$ cat src/rtl/game_screen_anim.sv
// Animated RGB565 pixel generator for the OLED pipeline: solid, flash, bouncing box and
// scrolling stripes. Animation state steps once per frame_begin; pixel output is registered.
module game_screen_anim #(
  parameter int SCREEN_W     = 96,
  parameter int SCREEN_H     = 64,
  parameter int X_W          = 7,
  parameter int Y_W          = 6,
  parameter int BOX_SIZE     = 8,
  parameter int FLASH_FRAMES = 16
) (
  input  logic           clk,
  input  logic           reset_n,
  input  logic           frame_begin,
  input  logic [1:0]     mode,
  input  logic [15:0]    colour_fg,
  input  logic [15:0]    colour_bg,
  input  logic [X_W-1:0] x,
  input  logic [Y_W-1:0] y,
  output logic [15:0]    oled_data,
  output logic [7:0]     frame_count
);

  localparam int BX_MAX = SCREEN_W - BOX_SIZE;
  localparam int BY_MAX = SCREEN_H - BOX_SIZE;
  localparam int FC_W   = (FLASH_FRAMES > 1) ? $clog2(FLASH_FRAMES) : 1;

  typedef enum logic {DIR_POS = 1'b0, DIR_NEG = 1'b1} dir_t;

  logic [1:0]      mode_q;
  logic [FC_W-1:0] flash_cnt, flash_cnt_nxt;
  logic            flash_phase, flash_phase_nxt;
  logic [X_W-1:0]  bx, bx_nxt;
  logic [Y_W-1:0]  by, by_nxt;
  dir_t            dx, dx_nxt, dy, dy_nxt;
  logic [3:0]      scroll;

  logic [X_W:0]    x_ext, box_x_hi, stripe_sum;
  logic [Y_W:0]    y_ext, box_y_hi;
  logic            in_range, in_box, stripe_on;
  logic [15:0]     pix;

  always_comb begin
    flash_cnt_nxt   = flash_cnt + FC_W'(1);
    flash_phase_nxt = flash_phase;
    if (flash_cnt == FC_W'(FLASH_FRAMES - 1)) begin
      flash_cnt_nxt   = '0;
      flash_phase_nxt = ~flash_phase;
    end

    // Reversal and the step away from the wall happen on the same frame.
    dx_nxt = dx;
    if (dx == DIR_POS) begin
      if (bx == X_W'(BX_MAX)) begin
        dx_nxt = DIR_NEG;
        bx_nxt = bx - X_W'(1);
      end else begin
        bx_nxt = bx + X_W'(1);
      end
    end else begin
      if (bx == '0) begin
        dx_nxt = DIR_POS;
        bx_nxt = X_W'(1);
      end else begin
        bx_nxt = bx - X_W'(1);
      end
    end

    dy_nxt = dy;
    if (dy == DIR_POS) begin
      if (by == Y_W'(BY_MAX)) begin
        dy_nxt = DIR_NEG;
        by_nxt = by - Y_W'(1);
      end else begin
        by_nxt = by + Y_W'(1);
      end
    end else begin
      if (by == '0) begin
        dy_nxt = DIR_POS;
        by_nxt = Y_W'(1);
      end else begin
        by_nxt = by - Y_W'(1);
      end
    end
  end

  always_comb begin
    x_ext      = {1'b0, x};
    y_ext      = {1'b0, y};
    box_x_hi   = {1'b0, bx} + (X_W+1)'(BOX_SIZE - 1);
    box_y_hi   = {1'b0, by} + (Y_W+1)'(BOX_SIZE - 1);
    in_box     = (x_ext >= {1'b0, bx}) && (x_ext <= box_x_hi) &&
                 (y_ext >= {1'b0, by}) && (y_ext <= box_y_hi);
    // Full-width sum so a carry out of the top of x is never lost.
    stripe_sum = x_ext + (X_W+1)'(scroll);
    stripe_on  = |(stripe_sum & (X_W+1)'(8));
    in_range   = (x_ext < (X_W+1)'(SCREEN_W)) && (y_ext < (Y_W+1)'(SCREEN_H));

    case (mode_q)
      2'd0:    pix = colour_bg;
      2'd1:    pix = flash_phase ? colour_fg : colour_bg;
      2'd2:    pix = in_box ? colour_fg : colour_bg;
      default: pix = stripe_on ? colour_fg : colour_bg;
    endcase
    if (!in_range) pix = 16'h0000;
  end

  always_ff @(posedge clk or negedge reset_n) begin
    if (!reset_n) begin
      oled_data   <= 16'h0000;
      frame_count <= 8'd0;
      mode_q      <= 2'd0;
      flash_cnt   <= '0;
      flash_phase <= 1'b0;
      bx          <= '0;
      by          <= '0;
      dx          <= DIR_POS;
      dy          <= DIR_POS;
      scroll      <= 4'd0;
    end else begin
      oled_data <= pix;
      if (frame_begin) begin
        mode_q      <= mode;
        frame_count <= frame_count + 8'd1;
        flash_cnt   <= flash_cnt_nxt;
        flash_phase <= flash_phase_nxt;
        bx          <= bx_nxt;
        by          <= by_nxt;
        dx          <= dx_nxt;
        dy          <= dy_nxt;
        scroll      <= scroll + 4'd1;
      end
    end
  end

endmodule
$ cat config.mk
export PLATFORM = sky130hd
export DESIGN_NAME = game_screen_anim
export DESIGN_NICKNAME = d
export VERILOG_FILES = /design/src/rtl/game_screen_anim.sv
export SDC_FILE = /design/constraint.sdc
export NUM_CORES = 1
export LEC_CHECK = 0
export CAP_MARGIN = 5
export CELL_PAD_IN_SITES_DETAIL_PLACEMENT = 0
export CELL_PAD_IN_SITES_GLOBAL_PLACEMENT = 1
export CORE_ASPECT_RATIO = 1.4
export CORE_MARGIN = 3
export CORE_UTILIZATION = 40
export DETAILED_ROUTE_END_ITERATION = 10
export PLACE_DENSITY = 0.82
export SLEW_MARGIN = 15
export SYNTH_ARGS = -nofsm -noshare
export SYNTH_HDL_FRONTEND = slang
export SYNTH_SLANG_ARGS = --single-unit
$ cat constraint.sdc
create_clock -name clk -period 2.97 [get_ports clk]
set_input_delay 0.4455 -clock clk [delete_from_list [all_inputs] [get_ports clk]]
set_output_delay 0.4455 -clock clk [all_outputs]
set_load 0.01 [all_outputs]
Word-level counts from Yosys, hierarchy flattened
Cells that the tools add are included.
{"block": "op_classes", "n_addsub": 10, "n_lt_le_gt_ge": 5, "n_eq_ne": 5, "mux": 18, "bitwise": 1, "reduce_logical": 7}
{"cell": "2-to-1 mux 16 bit", "count": 4}
{"cell": "one-hot mux 16 bit (3 select lines)", "count": 1}
{"cell": "2-to-1 mux 7 bit", "count": 3}
{"cell": "2-to-1 mux 6 bit", "count": 3}
{"cell": "adder 4 x 1 -> 4 bit, second input constant", "count": 2}
{"cell": "adder 7 x 3 -> 8 bit, second input constant", "count": 1}
{"cell": "adder 8 x 1 -> 8 bit, second input constant", "count": 1}
{"cell": "<= comparator 7 x 8 -> 1 bit", "count": 1}
{"cell": "adder 6 x 3 -> 7 bit, second input constant", "count": 1}
{"cell": "adder 7 x 1 -> 7 bit, second input constant", "count": 1}
{"cell": "equality test 7 bit, second input constant", "count": 1}
{"cell": ">= comparator 7 bit", "count": 1}
{"cell": "<= comparator 6 x 7 -> 1 bit", "count": 1}
{"cell": "zero test 7 bit", "count": 1}
{"cell": "less-than comparator 7 bit, second input constant", "count": 1}
{"cell": "subtractor 7 x 1 -> 7 bit, second input constant", "count": 1}
{"cell": "adder 6 x 1 -> 6 bit, second input constant", "count": 1}
{"cell": "equality test 6 bit, second input constant", "count": 1}
{"cell": ">= comparator 6 bit", "count": 1}
{"cell": "zero test 6 bit", "count": 1}
{"cell": "2-to-1 mux 1 bit", "count": 6}
{"cell": "subtractor 6 x 1 -> 6 bit, second input constant", "count": 1}
{"cell": "adder 4 bit", "count": 1}
{"cell": "equality test 4 bit, second input constant", "count": 1}
{"cell": "other kinds (7)", "count": 9}
{"block": "totals", "reg_bits": 50, "inputBits": 50, "wordCells": 56}

Depth between registers and ports, before layout
{"block": "logic_depth", "depth_word": 8, "depth_mapped": 13, "depth_no_buf": 12}

Least setup slack after synthesis
Ideal clock, no wire load.
{"block": "synth_path", "path_type": "register -> register", "start": "reg by[0]", "end": "reg oled_data[10]", "arrival_ns": 2.538, "required_ns": 2.837, "setup_slack_ns": 0.299, "stages_incl_launch_ff": 14, "period_less_slack_ns": 2.671, "cell_sequence": "dfrtp_1 inv_1 ha_1 nor2b_1 nor2_1 xnor2_1 ha_1 a21o_1 a21oi_1 a21oi_1 a21o_1 o32ai_4 buf_12 a221oi_2"}
{"block": "synth_between", "elab_chain_cells": 6, "elab_cells_between_ends": 8}
{"element": "from (decl)", "line_no": "33", "text": "logic [Y_W-1:0] by, by_nxt;"}
{"element": "from (signal assigned)", "line_no": "127", "text": "by <= by_nxt;"}
{"element": "adder 6 x 3 -> 7 bit / >= comparator 6 bit (equally long branches)", "line_no": "90, 92"}
{"element": "<= comparator 6 x 7 -> 1 bit / logical AND 1 bit (equally long branches)", "line_no": "92, 91"}
{"element": "logical AND 1 bit *", "line_no": "92", "text": "(y_ext >= {1'b0, by}) && (y_ext <= box_y_hi);"}
{"element": "2-to-1 mux 16 bit *", "line_no": "101", "text": "2'd2: pix = in_box ? colour_fg : colour_bg;"}
{"element": "one-hot mux 16 bit (3 select lines) *", "line_no": "98", "text": "case (mode_q)"}
{"element": "2-to-1 mux 16 bit *", "line_no": "104", "text": "if (!in_range) pix = 16'h0000;"}
{"element": "via pix[10]", "line_no": "40", "text": "logic [15:0] pix;"}
{"element": "to (signal assigned)", "line_no": "120", "text": "oled_data <= pix;"}
{"element": "to (decl)", "line_no": "19", "text": "output logic [15:0] oled_data,"}
The timed path passes the listed nets; every way through them passes the cells marked *.
A chain may end at the register's enable or synchronous reset.

Worst setup path in the final report
{"block": "layout_path", "start": "reg by[1]", "end": "reg oled_data[15]"}
The elaborated chain is that of the path after synthesis.

==> reports/results.ini <==
[placement]
dp_hpwl_um = 6950
gp_congestion = 0.861
io_buffers = 73
dp.cells = 562

[die]
dieHeight_um = 120
die_area_mm2 = 0.0104
core_mm2 = 0.00876
fp.dieW_um = 87.2
start_util = 0.421
row_count = 40
io_pins = 74

[setup_path]
worstReg2RegStart = by[1]
cpPeakStageDelay_ns = 0.42
startpoint_type = flip-flop
arrival_ns = 2.97
cpLargestDelayFamily = compound AO/OA/AOI/OAI gates
r2r_slack_ns = 0.16
critical-path-slowest-cell = dfrtp_1
critPathBufInv = 2
cp_max_fo = 15
criticalPathCategory = flip-flop to flip-flop
startpoint = by[1]
crit_chain = inv_2 > ha_1 > nor2b_2 > nor2_1 > xnor2_1 > ha_1 > a21o_1 > a21oi_1 > a21oi_2 > a21o_1 > o32ai_4 > buf_12 > a221oi_1
crit_required_ns = 3.13
setup.worst_path.end_class = flip-flop

[grt]
grt_overflow = 0
grt_pass1_vias = 3261
grt_max_degree = 30
grtUsageTotal = 0.183
grt_pass1_wl_um = 15400
antenna_found_initial = 0

[pwr]
ir_worst_vdd_uv = 506
power_w = 0.00406
powerDensity_mw_per_mm2 = 856
p_leak_nw = 2.04

[drt]
vias = 3222
drtPass1Iterations = 4
drcViolationCount = 0
final_antenna_net_count = 0
vias_per_cell = 5.62
initialDrtViolationCount = 173
wl_per_cell_um = 16.0
drt_wl_total_um = 9150

[synth]
syn_area_mm2 = 0.00369
synth_enable_flop_cells = 0
yosysUniqueCellTypes = 53
yosys_warnings = 0
yosysSeqAreaShare = 0.339
syn_nets = 479
syn_inst = 392
synthArstFlopShare = 1.00
ys_seq_elements = 50
syn_avg_cell_area_um2 = 9.41
synthFlopType = dfrtp_1

[final_layout]
diodes = 0
fillCellCount = 807
final_cell_mix = clkdlybuf4s50_1 (72), dfrtp_1 (50), ha_1 (37), inv_1 (31), nor2_1 (31)
syn2layout_area_growth_pct = 28.7
seq_area_mm2 = 0.00125
drive_gt1_frac = 0.135
layout.nets = 555
instances_no_fill = 573
layout_commonest_cell = clkdlybuf4s50_1
multi_input_area_mm2 = 0.00222

[status]
status = finished, final reports clean

[clock_tree]
cts_made_buffers = 5
cts.sinks = 50
cts_htree_levels = 2
hold_buffers = 0
clk_pin_slew_worst_paths_ns = 0.07
cts_tree = yes
clockBufferDepth = 2
clk_latency_ns = 0.29
cts_root_buffer = clkbuf_16

[sta]
maxSlewViolCount = 0
rsz0062_at_grt = no
finalSetupViolations = 0
skew_ns = 0.00793
post-route-min-period_ns = 2.81
worst_pin_slew_ns = 0.720
slew_headroom = 0.520
finalHoldViolCount = 0
max_freq_mhz = 355
setup_tns_ns = 0
period_share = 0.947

[hold_path]
hold_class = input pin to asynchronous set/reset pin

[run]
max_cap_viol_count = 0

==> layer usage <==
| metal | track usage | routed length [um] | up-vias |
|---|---|---|---|
| met1 | 0.237 | 3970 | 1538 |
| met2 | 0.303 | 4570 | 77 |
| met5 | 0 | 0 | - |
| met4 | 0.0489 | 108 | 0 |
| met3 | 0.0419 | 499 | 8 |
| li1 | - | - | 1599 |
==> power breakdown <==
group,internal [W],total (W),switching [W]
sequential,0.000943,0.00121,0.000268
combinational,0.00111,0.00229,0.00118
clock,0.000308,0.000558,0.000249
total,0.00236,0.00406,0.00170
==> synthesized netlist by cell type (2+ instances only) <==
cell	instances	share of area
a21oi_1	28	0.038
o31ai_1	2	0.0041
nand3b_1	2	0.0041
inv_1	32	0.033
nand2b_1	4	0.0068
a221oi_1	5	0.012
a211oi_1	2	0.0041
xor2_1	4	0.0095
dfrtp_1	50	0.34
o221ai_1	17	0.040
nand3_1	15	0.020
xnor2_1	20	0.047
nor2_1	31	0.032
a221oi_2	10	0.041
buf_6	2	0.0061
clkbuf_1	12	0.012
nor4_1	2	0.0034
buf_2	5	0.0068
nand2_1	23	0.023
a21o_1	8	0.016
ha_1	37	0.13
mux2_2	9	0.027
o22ai_1	5	0.0085
inv_2	2	0.0020
o21ai_0	12	0.016
nand4_1	9	0.015
a22o_1	2	0.0047
and3_1	2	0.0034
nor3_1	7	0.0095
or2_2	2	0.0034
a31oi_1	9	0.015
==> per-stage QoR <==
step	hold WS, ns	setup WS [ns]	utilization	instance area, um2
floorplan	0.150	0.299	-	3690
global placement	0.434	0.138	0.519	4550
detailed placement	0.445	0.0915	0.519	4550
CTS	0.125	0.0759	0.535	4690
global route	0.150	0.00797	0.542	4750
finish	0.119	0.156	0.542	4750
==> sequential cells by signal, indices dropped and copies added (netlist names) <==
name	flops
bx	7
by	6
dx	1
dy	1
flash_cnt	4
flash_phase	1
frame_count	8
mode_q	2
oled_data	16
scroll	4
==> final timing paths <==
| check | to | cells after the start |
|---|---|---|
| max | oled_data[15] | 13 |
| min in group clk | frame_count[7] | 1 |
| min | scroll[1] | 1 |
| max in group asynchronous | frame_count[3] | 2 |
| max reg2reg | oled_data[15] | 13 |
| min reg2reg | frame_count[7] | 1 |
==> final cells by class <==
class	instances	area share
Multi-Input combinational cell	287	0.468
Clock inverter	1	0.00158
Clock buffer	6	0.0271
Inverter	34	0.0269
Tap cell	105	0.0277
Timing Repair Buffer	90	0.185
Sequential cell	50	0.264
==> logic make-up after synthesis <==
family	count (synthesis)	synth area share
xor+xnor	25	0.0614
simple gates	104	0.138
mux	9	0.0275
buf+inv	55	0.0671
compound gates	112	0.241
flops	50	0.339
fa+ha+maj	37	0.125
==> what timing repair did <==
action / in CTS / in global routing
buffers inserted: 0 / 4
setup endpoints to repair: 0 / 15
resized for setup: 0 / 8
(Power assumes the default switching activity.)
